File: src/rtl/hex_word_scroller.sv
// Six-slot 3-bit character message for the DE10 HEX displays, rotated either by a
// free-running prescaler tick (RUN) or by rising edges of a manual step input (HOLD).
module hex_word_scroller #(
  parameter int unsigned TICK_DIV = 50000000,
  parameter logic [2:0]  BLANK    = 3'b111
) (
  input  logic        Clock,
  input  logic        Resetn,
  input  logic        load_valid,
  input  logic [17:0] load_data,
  output logic        load_ready,
  input  logic        enable,
  input  logic        dir,
  input  logic        step,
  output logic [17:0] char_out,
  output logic [2:0]  position,
  output logic        wrap
);

  localparam int unsigned PW = (TICK_DIV > 2) ? $clog2(TICK_DIV) : 1;
  localparam logic [PW-1:0] PRESC_LAST = PW'(TICK_DIV - 1);

  typedef enum logic [1:0] {IDLE, LOAD, RUN, HOLD} state_e;

  state_e        state_q, state_d;
  logic [17:0]   char_q, char_d;
  logic [2:0]    pos_q, pos_d;
  logic [PW-1:0] presc_q, presc_d;
  logic          wrap_q, wrap_d;
  logic          ready_q, ready_d;
  logic          step_q;
  logic          accept, step_edge, rotate;

  assign accept    = load_valid & ready_q;
  assign step_edge = step & ~step_q;

  always_comb begin
    state_d = state_q;
    char_d  = char_q;
    pos_d   = pos_q;
    presc_d = presc_q;
    wrap_d  = 1'b0;
    rotate  = 1'b0;

    // A load outranks everything else, including a tick on the same cycle.
    if (accept) begin
      state_d = LOAD;
      char_d  = load_data;
      pos_d   = '0;
      presc_d = '0;
    end else begin
      unique case (state_q)
        IDLE: ;
        LOAD: begin
          pos_d   = '0;
          presc_d = '0;
          state_d = enable ? RUN : HOLD;
        end
        RUN: begin
          if (!enable) begin
            state_d = HOLD;
          end else if (presc_q == PRESC_LAST) begin
            presc_d = '0;
            rotate  = 1'b1;
          end else begin
            presc_d = presc_q + PW'(1);
          end
        end
        HOLD: begin
          if (enable) state_d = RUN;
          else if (step_edge) rotate = 1'b1;
        end
        default: state_d = IDLE;
      endcase
    end

    if (rotate) begin
      if (!dir) begin
        char_d = {char_q[14:0], char_q[17:15]};
        pos_d  = (pos_q == 3'd5) ? 3'd0 : pos_q + 3'd1;
      end else begin
        char_d = {char_q[2:0], char_q[17:3]};
        pos_d  = (pos_q == 3'd0) ? 3'd5 : pos_q - 3'd1;
      end
      wrap_d = (pos_d == 3'd0);
    end

    ready_d = (state_d != LOAD);
  end

  always_ff @(posedge Clock or negedge Resetn) begin
    if (!Resetn) begin
      state_q <= IDLE;
      char_q  <= {6{BLANK}};
      pos_q   <= '0;
      presc_q <= '0;
      wrap_q  <= 1'b0;
      ready_q <= 1'b1;
      step_q  <= 1'b1;
    end else begin
      state_q <= state_d;
      char_q  <= char_d;
      pos_q   <= pos_d;
      presc_q <= presc_d;
      wrap_q  <= wrap_d;
      ready_q <= ready_d;
      step_q  <= step;
    end
  end

  assign char_out   = char_q;
  assign position   = pos_q;
  assign wrap       = wrap_q;
  assign load_ready = ready_q;

endmodule
File: config.mk
export PLATFORM = sky130hd
export DESIGN_NAME = hex_word_scroller
export DESIGN_NICKNAME = d
export VERILOG_FILES = /design/src/rtl/hex_word_scroller.sv
export SDC_FILE = /design/constraint.sdc
export NUM_CORES = 1
export LEC_CHECK = 0
export ABC_AREA = 1
export CORE_MARGIN = 5
export CORE_UTILIZATION = 30
export DETAILED_ROUTE_END_ITERATION = 16
export GPL_TIMING_DRIVEN = 0
export PLACE_DENSITY = 0.55
export SYNTH_ARGS = -nofsm -noshare
export SYNTH_HDL_FRONTEND = slang
export SYNTH_SLANG_ARGS = --single-unit
export TNS_END_PERCENT = 10
File: constraint.sdc
create_clock -name Clock -period 2.3 [get_ports Clock]
set_clock_uncertainty 0.1 [all_clocks]
set_input_delay 0.46 -clock Clock [delete_from_list [all_inputs] [get_ports Clock]]
set_output_delay 0.46 -clock Clock [all_outputs]
set_load 0.1 [all_outputs]
==> results by group <==
Clock network
  – CTS Hold Bufs: 0
  – Clock Path Buffers: 2
  – Worst skew pair latency: 0.30 ns
  – CTS tree: yes
  – H-tree depth: 2
  – Post-CTS Setup Bufs: 0
  – Cts repair resizes: 40
  – TritonCTS Buffers: 5
  – Clk root buf: clkbuf_8
  – Worst-path clk slew: 0.10 ns
  – Clock sinks: 52

STA
  – Maximum operating frequency: 443 MHz
  – Tmin final: 2.25 ns
  – RSZ-0062 raised after global routing: true
  – Slew Limit Fails: 0
  – Max_slew headroom: 0.362
  – Endpoints failing setup: 0
  – Worst hold slack: 0.0151 ns
  – Final period util: 0.980
  – Final Hold Fails: 0
  – Slew @ Worst Pin: 0.961 ns

Synth
  – Top cells by area, synth: dfrtp_1, dfstp_2, nand2_1
  – Post-Syn Nets: 447
  – Async SR Flop Fraction: 1.00
  – Count leader, synth: nand2_1
  – Yosys top cell area share: 0.264
  – Mapped cell area: 3040 µm²
  – Library cells used by synthesis: 31
  – Synth Area per Inst: 7.20 µm²
  – Number of flops mapped to enable cells by yosys: 0
  – Yosys warning total: 0
  – Sequential area share after synthesis: 0.437
  – Yosys top cell by area: dfrtp_1
  – Top FF cell, synth: dfrtp_1
  – Register bit total from synthesis: 52
  – Synth Instances: 422
  – Most frequent cells after synthesis: nand2_1, nand3_1, inv_1

Routing
  – DRT Pass-1 Iters: 5
  – Drt drc: 0
  – Routed vias: 2977
  – Drt initial violations: 192
  – Antenna Nets Post-Route: 0
  – Drt via density: 4.88
  – Routed Wire Length: 8510 µm
  – Routed len/inst: 13.9 µm

Final layout
  – Total Nets Final: 501
  – Layout area overhead: 22.7%
  – # diodes: 0
  – Fin util: 0.379
  – Non-filler cells, final: 610
  – Final instance area: 3730 µm²
  – Share of cells above drive strength 1: 0.132
  – Fill count: 1068

Global routing
  – First-pass GRT wire length: 14500 µm
  – Total GRT Usage: 0.141
  – Initial antenna violation count: 0
  – Pin count of the biggest net entering global routing: 33
  – GRT overflow: 0
  – Vias in the first global route: 2901

Die
  – CORE AREA: 9820 µm²
  – Die Ht: 111 µm
  – Die area: 12200 µm²
  – Chip width: 111 µm
  – IO Count: 47
  – Row cnt: 36
  – Initial Utilization: 0.309

Setup path
  – Setup CP Type: reg2out
  – Crit path DAT: 1.69 ns
  – CP Capture Type: output pin
  – WP depth: 1
  – Worst-path maximum fanout: 4
  – Slowest cell on the critical path: clkdlybuf4s15_1
  – Critical Path Max Stage Delay: 0.83 ns
  – Worst-path cell chain: clkdlybuf4s15_1
  – Worst-case reg-to-reg path depth: 10
  – Critical Path RT: 1.74 ns
  – CP Launch Type: flop
  – Top delay family on crit path: buffers and inverters
  – Worst Path Buf+Inv: 1

Run status
  – Status: complete, no violations

Placement
  – Dpl cell area: 3680 µm²
  – Post-DP HPWL: 6450 µm
  – RePlAce Congestion: 0.905
  – Inst Count DP: 602
  – Port Buffers: 46

Min path
  – HP Class: in2async

Pwr
  – PD cells: 753 nW/µm²
  – Static Leak: 1.73 nW
  – VDD IR-drop max: 0.259 mV

Run
  – Max-Cap Viols: 0
worst paths after layout:
kind,startpoint,endpoint,slack [ns]
setup / recovery,char_out[7],char_out[7],0.05
hold / removal,Resetn,presc_q[17],0.02
setup reg to reg,presc_q[0],presc_q[18],0.24
hold reg to reg,state_q[1],state_q[0],0.41
max in group asynchronous,Resetn,char_out[13],1.47
min in group Clock,state_q[1],state_q[0],0.41
cell usage in the layout (no fill, tap or decap), types with 2 or more instances in the layout:
master / count
nand2_1: 113
nand3_1: 57
inv_1: 48
nor2_1: 42
dfrtp_1: 32
nand4_1: 26
clkdlybuf4s50_1: 22
o21ai_0: 21
dfstp_2: 20
a21oi_1: 19
clkbuf_2: 12
clkbuf_1: 8
nor3_1: 5
clkbuf_8: 5
dlygate4sd2_1: 5
buf_4: 4
nand2_2: 4
xor2_1: 4
clkdlybuf4s15_1: 4
inv_4: 2
buf_2: 2
o21ai_2: 2
a31oi_1: 2
clkdlybuf4s15_2: 2
through the flow:
step	total power [mW]	TNS (ns)	setup WS (ns)
after floorplan	1.94	0	0.196
after global placement	2.24	-42.79	-0.997
after detailed placement	2.25	-3.28	-0.178
after CTS	2.86	0	0.000247
after global routing	2.95	-0.0343	-0.0237
final	2.80	0	0.0450
where the power goes:
group,switching (mW),total (mW),internal [mW]
combinational,0.818,1.04,0.221
clock,0.305,0.628,0.323
sequential,0.0915,1.14,1.04
total,1.21,2.80,1.59
kinds of logic (layout without fill, tap and decap cells):
kind of cell    Yosys count  after routing  share of synthesized area
fa+ha+maj                 1              1                    0.00412
compound gates           48             48                     0.0890
flops                    52             52                      0.437
simple gates            251            251                      0.369
xor+xnor                  4              4                     0.0115
buf+inv                  66            121                     0.0902
flip-flops by register name, summed over array words and instances (netlist names):
signal,cells
char_out,18
load_ready,1
presc_q,26
wrap,1
state_q,2
step_q,1
position,3
metal layers:
| metal | vias to the layer above | global-route usage | wire length (µm) |
|---|---|---|---|
| met5 | - | 0 | 0 |
| met1 | 1407 | 0.195 | 4030 |
| met2 | 72 | 0.230 | 4050 |
| li1 | 1490 | - | - |
| met4 | 0 | 0.0369 | 129 |
| met3 | 8 | 0.0213 | 297 |
cell type report:
cell class,instances,area [µm²],area share
Clock buffer,5,68.8,0.0185
Tap cell,133,166,0.0447
Inverter,51,194,0.0520
Multi-Input combinational cell,304,1440,0.386
Timing Repair Buffer,47,412,0.110
Sequential cell,52,1330,0.356
Clock inverter,3,41.3,0.0111
Buffer,15,80.1,0.0215
Power figures use the tool's default switching activity.
